**src/rtl/led_ctrl.sv**
```systemverilog
`default_nettype none
// ============================================================================
//  Module   : led_ctrl
//  Purpose  : Multi-channel LED driver. Each channel is OFF, ON, BLINK or
//             PWM. All channels share one free-running timebase, so channels
//             with the same mode and duty produce identical, phase-aligned
//             outputs.
//  Ports    : input_clk  - clock, rising edge
//             input_rst  - asynchronous active-high reset
//             cfg_we     - configuration write strobe
//             cfg_sel    - target channel index (4 bits)
//             cfg_mode   - 00 OFF, 01 ON, 10 BLINK, 11 PWM
//             cfg_duty   - PWM duty value (PWM_W bits)
//             cfg_err    - one-cycle pulse after a write to a missing channel
//             leds       - registered LED drive (polarity set by ACTIVE_LOW)
//  Revision : 1.0  initial release
// ============================================================================
module led_ctrl #(
    parameter int         N_LEDS     = 3,
    parameter int         BLINK_W    = 25,
    parameter int         PWM_W      = 8,
    parameter logic [1:0] RESET_MODE = 2'b10,
    parameter int         ACTIVE_LOW = 1
) (
    input  logic              input_clk,
    input  logic              input_rst,
    input  logic              cfg_we,
    input  logic [3:0]        cfg_sel,
    input  logic [1:0]        cfg_mode,
    input  logic [PWM_W-1:0]  cfg_duty,
    output logic              cfg_err,
    output logic [N_LEDS-1:0] leds
);

    localparam logic [1:0] c_MODE_OFF   = 2'b00;
    localparam logic [1:0] c_MODE_ON    = 2'b01;
    localparam logic [1:0] c_MODE_BLINK = 2'b10;

    // Channel count widened to 5 bits so N_LEDS = 16 is representable.
    localparam logic [4:0] c_N_LEDS = 5'(N_LEDS);
    localparam logic       c_POL    = (ACTIVE_LOW != 0);

    logic [BLINK_W-1:0] r_tb;
    logic [1:0]         r_mode [N_LEDS];
    logic [PWM_W-1:0]   r_duty [N_LEDS];
    logic               r_cfg_err;
    logic [N_LEDS-1:0]  r_leds;

    logic               w_sel_ok;
    logic               w_blink_phase;
    logic [PWM_W-1:0]   w_pwm_ctr;
    logic [N_LEDS-1:0]  w_lit;

    assign w_sel_ok      = ({1'b0, cfg_sel} < c_N_LEDS);
    assign w_blink_phase = r_tb[BLINK_W-1];
    assign w_pwm_ctr     = r_tb[PWM_W-1:0];

    // Per-channel lit decode. PWM uses an unsigned strict compare, so
    // duty = 0 never lights and full-scale duty misses one cycle per period.
    generate
        for (genvar i = 0; i < N_LEDS; i++) begin : g_ch
            assign w_lit[i] = (r_mode[i] == c_MODE_OFF)   ? 1'b0 :
                              (r_mode[i] == c_MODE_ON)    ? 1'b1 :
                              (r_mode[i] == c_MODE_BLINK) ? w_blink_phase :
                                                            (w_pwm_ctr < r_duty[i]);
        end
    endgenerate

    always_ff @(posedge input_clk or posedge input_rst) begin
        if (input_rst) begin
            r_tb      <= '0;
            r_cfg_err <= 1'b0;
            r_leds    <= {N_LEDS{c_POL}};
            for (int i = 0; i < N_LEDS; i++) begin
                r_mode[i] <= RESET_MODE;
                r_duty[i] <= '0;
            end
        end else begin
            // Free-running; natural wrap from all-ones to zero.
            r_tb      <= r_tb + 1'b1;
            r_cfg_err <= cfg_we & ~w_sel_ok;
            // Output reflects the mode/duty held before this edge, so a write
            // becomes visible one edge after it is sampled.
            r_leds    <= w_lit ^ {N_LEDS{c_POL}};
            for (int i = 0; i < N_LEDS; i++) begin
                if (cfg_we && (cfg_sel == 4'(i))) begin
                    r_mode[i] <= cfg_mode;
                    r_duty[i] <= cfg_duty;
                end
            end
        end
    end

    assign cfg_err = r_cfg_err;
    assign leds    = r_leds;

endmodule
`default_nettype wire
```
**config.mk**
```make
export PLATFORM = sky130hd
export DESIGN_NAME = led_ctrl
export DESIGN_NICKNAME = d
export VERILOG_FILES = /design/src/rtl/led_ctrl.sv
export SDC_FILE = /design/constraint.sdc
export NUM_CORES = 1
export LEC_CHECK = 0
export BUFFER_PORTS_ARGS = -buffer_cell sky130_fd_sc_hd__buf_4
export CORE_MARGIN = 2
export CORE_UTILIZATION = 64
export CTS_BUF_LIST = sky130_fd_sc_hd__clkbuf_16
export DETAILED_ROUTE_END_ITERATION = 12
export HOLD_SLACK_MARGIN = 0.1
export PLACE_DENSITY_LB_ADDON = 0.3
export SLEW_MARGIN = 5
export SYNTH_ARGS = -nofsm -noshare
export SYNTH_HDL_FRONTEND = slang
export SYNTH_SLANG_ARGS = --single-unit
export TNS_END_PERCENT = 1
```
**constraint.sdc**
```tcl
create_clock -name input_clk -period 4.8 [get_ports input_clk]
set_input_delay 0.24 -clock input_clk [delete_from_list [all_inputs] [get_ports input_clk]]
set_output_delay 0.24 -clock input_clk [all_outputs]
set_load 0.05 [all_outputs]
```
== Word level (Yosys, flattened, before mapping) ==
Cells that the tools add are included.
Word-level totals
  ROM bits: 0
  register bits: 59
  memories: 0
  latch bits: 0
  output and inout bits: 4
  bits of input ports: 17
  RAM bits: 0
Cells by class
  equality and inequality tests: 8
  multiplexer cells: 9
  reductions and logical operators: 7
  order comparisons: 4
  multiply operators: 0
  div/mod/pow operators: 0
  shift-type cells: 0
  bitwise operators: 3
  add/subtract/negate cells: 1
Operators with widths (count)
  $add 25x1->25 const B: 1
  $lt 8x8->1: 3
  $mux 1: 9
  $eq 2x1->1 const B: 3
  $eq 2x2->1 const B: 3
  $logic_not 2->1: 3
  $eq 4x1->1 const B: 1
  $eq 4x2->1 const B: 1
  $logic_not 4->1: 1
  $lt 4x2->1 const B: 1
  $logic_and 1x1->1: 3
  $not 3->3: 1
  $and 1x1->1: 1
  $not 1->1: 1

== Longest topological paths before layout ==
Gate-level depths: netlist (run 1).
  depth in word-level cells: 5
  mapped depth: 6
  depth with buffers taken out: 6

== Worst setup path after synthesis (run 1) ==
No wires, ideal clock.
  path kind: input -> register
  start point: input port r_tb[1]
  end point: register r_tb[22]
  stages: 6
  slack: 3.251 ns
  library setup time: 0.123 ns
  arrival time: 1.426 ns
  cell sequence: dfrtp_1 -> ha_1 -> nand2_1 -> nor4_4 -> nand4_1 -> xnor2_1
Between the ends
  longest elaborated chain between the ends: 1
Ends and longest elaborated chain
  start: declaration: RTL line 43  | logic [BLINK_W-1:0] r_tb;
  $add 25x1->25: RTL line 80  | r_tb <= r_tb + 1'b1;
No other way between the ends.
A chain may end at the register's enable or synchronous reset.

== Final worst setup path (run 1) ==
  start point: input port r_tb[1]
  end point: register r_tb[24]
Same word-level chain as after synthesis.

==> results of run 1 <==
==> cells in the final DEF, fill, tap and decap left out, types with 4 or more instances in the layout <==
cell type and n:
sky130_fd_sc_hd__nor2_1 6, sky130_fd_sc_hd__dfrtp_1 53, sky130_fd_sc_hd__nand2_1 18, sky130_fd_sc_hd__dfstp_2 6, sky130_fd_sc_hd__xor2_1 4, sky130_fd_sc_hd__ha_1 22
sky130_fd_sc_hd__clkbuf_16 9, sky130_fd_sc_hd__xnor2_1 19, sky130_fd_sc_hd__o21ai_0 6, sky130_fd_sc_hd__inv_1 25, sky130_fd_sc_hd__nand3_1 19, sky130_fd_sc_hd__buf_4 21
sky130_fd_sc_hd__mux2_2 33, sky130_fd_sc_hd__a21oi_1 9, sky130_fd_sc_hd__and3_1 5
==> metrics by stage <==
stage	instances	hold WS, ns	total power, mW	utilization [%]	cell area, sq um
floorplan	255	0.383	0.802	-	2950
global placement	326	0.459	0.864	71.7	3170
detailed placement	326	0.463	0.880	71.7	3170
CTS	342	0.163	1.60	79.2	3500
global route	342	0.167	1.65	79.2	3500
finish	342	0.134	1.59	79.2	3500
==> worst register-to-register path: stages, from the launching register on <==
cell	delay (ns)
sky130_fd_sc_hd__dfrtp_1	0.46
sky130_fd_sc_hd__ha_1	0.27
sky130_fd_sc_hd__nand2_1	0.11
sky130_fd_sc_hd__nor4_4	0.49
sky130_fd_sc_hd__nand3_1	0.18
sky130_fd_sc_hd__xnor2_1	0.16
==> power groups by stage <==
stage | Combinational (mW) | Sequential, mW | Clock (mW)
floorplan | 0.150 | 0.652 | 0
global placement | 0.244 | 0.620 | 0
detailed placement | 0.256 | 0.624 | 0
CTS | 0.265 | 0.618 | 0.717
global route | 0.290 | 0.625 | 0.739
finish | 0.263 | 0.618 | 0.709
==> routing by layer <==
metal | GRT usage (%) | wire length, um | vias to the layer above
met1 | 30.4 | 2430 | 998
met3 | 5.56 | 138 | 11
met5 | 0 | 0 | -
met2 | 43.6 | 3040 | 35
met4 | 13.2 | 140 | 0
li1 | - | - | 940
==> flip-flops by register name, summed over array words and instances (netlist names) <==
name     count
r_tb        25
r_duty      24
r_mode       6
leds         3
cfg_err      1
==> kinds of logic (layout without fill, tap and decap cells) <==
kind of cell	after synthesis	in the layout	share of synthesized area [%]
AND/OR/NAND/NOR	68	68	12.9
flip-flops	59	59	50.3
multiplexers	33	33	12.6
buffers and inverters	28	63	3.64
XOR/XNOR	23	23	6.82
adder cells (fa/ha/maj)	22	22	9.32
AO/OA/AOI/OAI	22	22	4.45
==> worst paths after layout <==
path	startpoint	to	slack, ns	cells past startpoint
setup / recovery	r_tb[1]	r_tb[24]	3.01	5
hold / removal	input_rst	r_mode[2]	0.13	3
setup reg to reg	r_tb[1]	r_tb[24]	3.01	5
hold reg to reg	r_tb[22]	r_tb[22]	0.47	1
max in group asynchronous	input_rst	r_tb[13]	4.20	3
min in group input_clk	cfg_duty[6]	r_duty[6]	0.17	2
==> cell type report <==
cell class,instances,area share [%]
well taps,52,1.86
flip-flops and latches,59,42.4
clock inverters,7,3.04
multi-input cells,168,38.9
clock buffers,9,6.44
repair buffers,21,4.51
inverters,26,2.79
==> flow_summary.ini, run 1 <==
[worst_setup_path]
critical_path_s_largest_stage_delay_ns = 0.49
critical_path_arrival_ns = 1.99
worstSetupEndpointType = flip-flop
start_kind = flip-flop
timing.critical_path.cells = ha_1, nand2_1, nor4_4, nand3_1, xnor2_1
cp_top_family = simple AND/OR/NAND/NOR gates
worstPathMaxFanout = 7
worst-endpoint-required_ns = 5.00
critical_path.n_buffers_inverters = 0
path_class = reg -> reg
crit_slowest_cell = sky130_fd_sc_hd__nor4_4

[clock_tree]
root_buffer = sky130_fd_sc_hd__clkbuf_16
tritoncts.num_buffers = 9
cts-resized-gates = 0
ctsHtreeMaxLevel = 3
clock_path_buffers = 2
clkSlewWorstSetupHoldPaths_ns = 0.05
worstSkewPairLatency_ns = 0.32
cts_hold_buf = 0
clock_sinks = 59
post-cts-setup-buffers = 0
cts_tree = built

[routing]
drt_wl_total_mm = 5.74
antenna_left = 0
total_via_count_in_the_routed_design = 1984
drt_drc_violations_left = 0
detail_routed_via_count_per_cell = 5.80
drt_pre_antenna_iters = 4
routedWlPerCell_um = 16.8
drt_first_iter_violations = 106

[synth]
edff_count_synth = 0
synthesis.area_sq_um = 2950
synth_largest_type_area_fraction_pct = 44.9
synth_commonest_cells = sky130_fd_sc_hd__dfrtp_1 (53), sky130_fd_sc_hd__mux2_2 (33), sky130_fd_sc_hd__inv_1 (26), sky130_fd_sc_hd__ha_1 (22)
synth_sequential_area_ratio_pct = 50.3
synthesis.instances = 255
number_of_nets_produced_by_synthesis = 294
postSynthRegisterBits = 59
synth_most_common_cell = sky130_fd_sc_hd__dfrtp_1
syn_avg_cell_area_sq_um = 11.6
synth_largest_area_cell = sky130_fd_sc_hd__dfrtp_1
synth.yosys.warnings = 0
synth.top_cells.by_area = sky130_fd_sc_hd__dfrtp_1 (45%), sky130_fd_sc_hd__mux2_2 (13%), sky130_fd_sc_hd__ha_1 (9.3%)
ys_async_sr_fraction_pct = 100
post_synth_num_cell_types = 29
post_synth_top_flop = sky130_fd_sc_hd__dfrtp_1

[placement]
dp_hpwl_mm = 3.81
buffer_ports.inserted = 20
routabilityCongestion = 0.849
dp_slack_ns = 3.00

[timing]
layout_worst_path_cycle_share_pct = 37.4
setup_slack_ns = 3.01
setup-violations-final = 0
tightestPinTransition_ns = 0.714
rsz0062_at_grt = false
sum_of_negative_setup_slack_ns = 0
hold_viol = 0
finalMaxSlewViolations = 0
slew_headroom_pct = 52.4
fmaxAchievable_mhz = 557
clock_skew_ns = 0.00437
final_min_period_ns = 1.79

[final_layout]
areaGrowthSynthToFinish_pct = 18.4
layout.area.seq_sq_um = 1480
fill_cells = 257
post_route_cells_drive_above_1_share_pct = 27.6
insertedDiodeCount = 0
multi_input_area_sq_um = 1360
nets = 324

[pwr]
power_switching_mw = 0.389
power.internal_mw = 1.20
pwr-share-seq_pct = 38.9
clkPwrFrac_pct = 44.6
power.share.combinational_pct = 16.5
power_density_nw_per_um2 = 455
switching_share_pct = 24.4
power.static_leakage_nw = 1.66
vdd_ir_drop_max_mv = 0.426

[global_routing]
grt_overflow = 0
grt_pass1_wl_mm = 9.77
grt_antenna_before_repair = 0
pin_count_of_the_biggest_net_entering_global_routing = 60
grt_pass1_vias = 2073
total_routing_usage_gr_pct = 25.5

[floorplanning]
ios = 21
die_x_um = 71.9
core_area_sq_um = 4410
num_rows = 24
fp.dieArea_sq_um = 5170
initial_core_utilization_pct = 66.9
die_height_um = 71.9

[status]
run_status = finished clean

[job]
cap_viol_max_count = 0

[worst_hold_path]
hold_path_class = in -> async
Note: power is estimated with default switching activity, not from simulation.
==> run 2, diff against run 1 <==
Settings changed: CORE_UTILIZATION 64 to 54.
Clock period 4.8 ns to 1.5 ns, I/O delays scaled along.
==> run 2 against run 1 <==
Against the previous run:
- power rose to 2.9 times the previous value
- via count rose by 6.4%
- clock skew increased by 0.0036 ns
- clock power rose by 140%
- final cell count up 16%
- register-to-register slack worse by 3.0 ns
- critical path depth unchanged
- first-iteration DRC count fell by 5.7%
- non-clock buffer count rose by 37
- wire length up 13%
- critical endpoint is now leds[0]
- highest routed layer unchanged
==> flow_summary.ini, run 2 (synthesis gave the netlist of run 1 again) <==
[final_layout]
mostFrequentLayoutCell = sky130_fd_sc_hd__dfrtp_1
layout.area.seq_sq_um = 1490
finalNonFillerCells = 397
layout.cells.most_common_list = sky130_fd_sc_hd__dfrtp_1 (51), sky130_fd_sc_hd__buf_4 (38), sky130_fd_sc_hd__mux2_2 (33), sky130_fd_sc_hd__inv_1 (28)
largest_reg_flops = 25
insertedDiodeCount = 0
fill_cells = 335
multi_input_area_sq_um = 1480
finalInstanceArea_sq_um = 3910
layout_top_registers = r_tb: 25 flops, r_duty: 24 flops, r_mode: 6 flops
max_flop_register = r_tb
finalCoreUtilization_pct = 75.1
areaGrowthSynthToFinish_pct = 32.5
post_route_cells_drive_above_1_share_pct = 35.2
nets = 361

[timing]
finalMaxSlewViolations = 0
setup-violations-final = 0
layout_worst_path_cycle_share_pct = 97.9
rsz0062_at_grt = true
tightestPinTransition_ns = 0.394
fmaxAchievable_mhz = 681
final_min_period_ns = 1.47
hold_viol = 0
clock_skew_ns = 0.00793
slew_headroom_pct = 73.7

[clock_tree]
root_buffer = sky130_fd_sc_hd__clkbuf_16
clock_sinks = 59
clock_path_buffers = 2
clkSlewWorstSetupHoldPaths_ns = 0.05
tritoncts.num_buffers = 9
ctsHtreeMaxLevel = 3
worstSkewPairLatency_ns = 0.33
cts_tree = built

[floorplanning]
ios = 21
num_rows = 26
fp.dieArea_sq_um = 6080
core_area_sq_um = 5200
die_x_um = 77.9
die_height_um = 77.9
initial_core_utilization_pct = 56.7

[routing]
routedWlPerCell_um = 16.4
detail_routed_via_count_per_cell = 5.32
total_via_count_in_the_routed_design = 2111
drt_first_iter_violations = 100
antenna_left = 0
drt_wl_total_mm = 6.49
drt_pre_antenna_iters = 4
drt_drc_violations_left = 0

[pwr]
pwr-share-seq_pct = 42.5
power.share.combinational_pct = 20.3
power_switching_mw = 1.28
power.internal_mw = 3.39
switching_share_pct = 27.4
power.total_mw = 4.66
vdd_ir_drop_max_mv = 0.964
power_density_nw_per_um2 = 1190
clkPwrFrac_pct = 37.2
power.static_leakage_nw = 1.83

[worst_setup_path]
worst-endpoint-required_ns = 1.74
start_kind = flip-flop
worstPathMaxFanout = 4
critical_path_arrival_ns = 1.71
path_class = reg -> reg
worstSetupEndpointType = flip-flop

[global_routing]
grt_pass1_wl_mm = 10.7
grt_pass1_vias = 2275
pin_count_of_the_biggest_net_entering_global_routing = 29
grt_antenna_before_repair = 0
grt_overflow = 0
total_routing_usage_gr_pct = 23.2

[placement]
place_inst = 361
routabilityCongestion = 0.819
dp_hpwl_mm = 4.02
buffer_ports.inserted = 20
dpl_cell_area_sq_um = 3340

[job]
cap_viol_max_count = 0

[worst_hold_path]
hold_path_class = in -> async

[status]
run_status = finished clean
## run 2: metal layers
metal  global-route usage, %  up-vias  routed length, um
met2                    40.5       44               3510
met5                       0        -                  0
met4                    7.72        0                 90
li1                        -     1015                  -
met3                    6.16       11                210
met1                    27.7     1041               2680
## run 2: power by group through the flow
stage	sequential [mW]	combinational [mW]	clock, mW
after global placement	1.98	0.800	0
final	1.98	0.948	1.73
after CTS	1.98	0.899	1.76
after floorplan	2.09	0.480	0
after detailed placement	2.00	0.824	0
after global routing	2.01	1.05	1.83
## run 2: final cells by class
class | count | area share [%]
flip-flops and latches | 59 | 38.0
multi-input cells | 168 | 37.8
repair buffers | 58 | 13.0
clock buffers | 9 | 5.76
inverters | 26 | 2.50
well taps | 70 | 2.24
clock inverters | 7 | 0.672
## run 2: worst max-delay path, cell delays in order, from the launching register on
cell and delay, ns:
sky130_fd_sc_hd__dfrtp_1 0.42, sky130_fd_sc_hd__ha_1 0.30, sky130_fd_sc_hd__and3_4 0.18, sky130_fd_sc_hd__a211o_1 0.30, sky130_fd_sc_hd__o21ai_1 0.11, sky130_fd_sc_hd__o21ai_1 0.07
## run 2: worst paths after layout
| check | startpoint | to | slack [ns] | depth (start not counted) |
|---|---|---|---|---|
| worst max register to register | r_tb[5] | leds[0] | 0.03 | 5 |
| worst min register to register | r_tb[19] | r_tb[19] | 0.48 | 1 |
| min in group input_clk | cfg_sel[3] | r_duty[13] | 0.41 | 5 |
| worst max-delay path | r_tb[5] | leds[0] | 0.03 | 5 |
| worst min-delay path | input_rst | r_tb[6] | 0.30 | 3 |
| max in group asynchronous | input_rst | r_duty[14] | 0.64 | 4 |
## run 2: what timing repair did
| action | CTS | global route |
|---|---|---|
| setup buffers | 3 | 2 |
| endpoints found under the setup margin | 3 | 11 |
| hold buffers | 15 | 0 |
| hold endpoints to repair | 73 | 0 |
| gates resized for setup | 13 | 14 |
| pin swaps | 2 | 9 |
## run 2: per-stage QoR
step	setup slack (ns)	hold slack [ns]	TNS [ns]
floorplan	-0.0214	0.218	-1.14
global placement	-0.0187	0.0837	-0.0229
detailed placement	-0.0720	0.0846	-0.192
CTS	-0.00743	0.297	-0.0203
global route	-0.0307	0.340	-0.0477
finish	0.0316	0.302	0
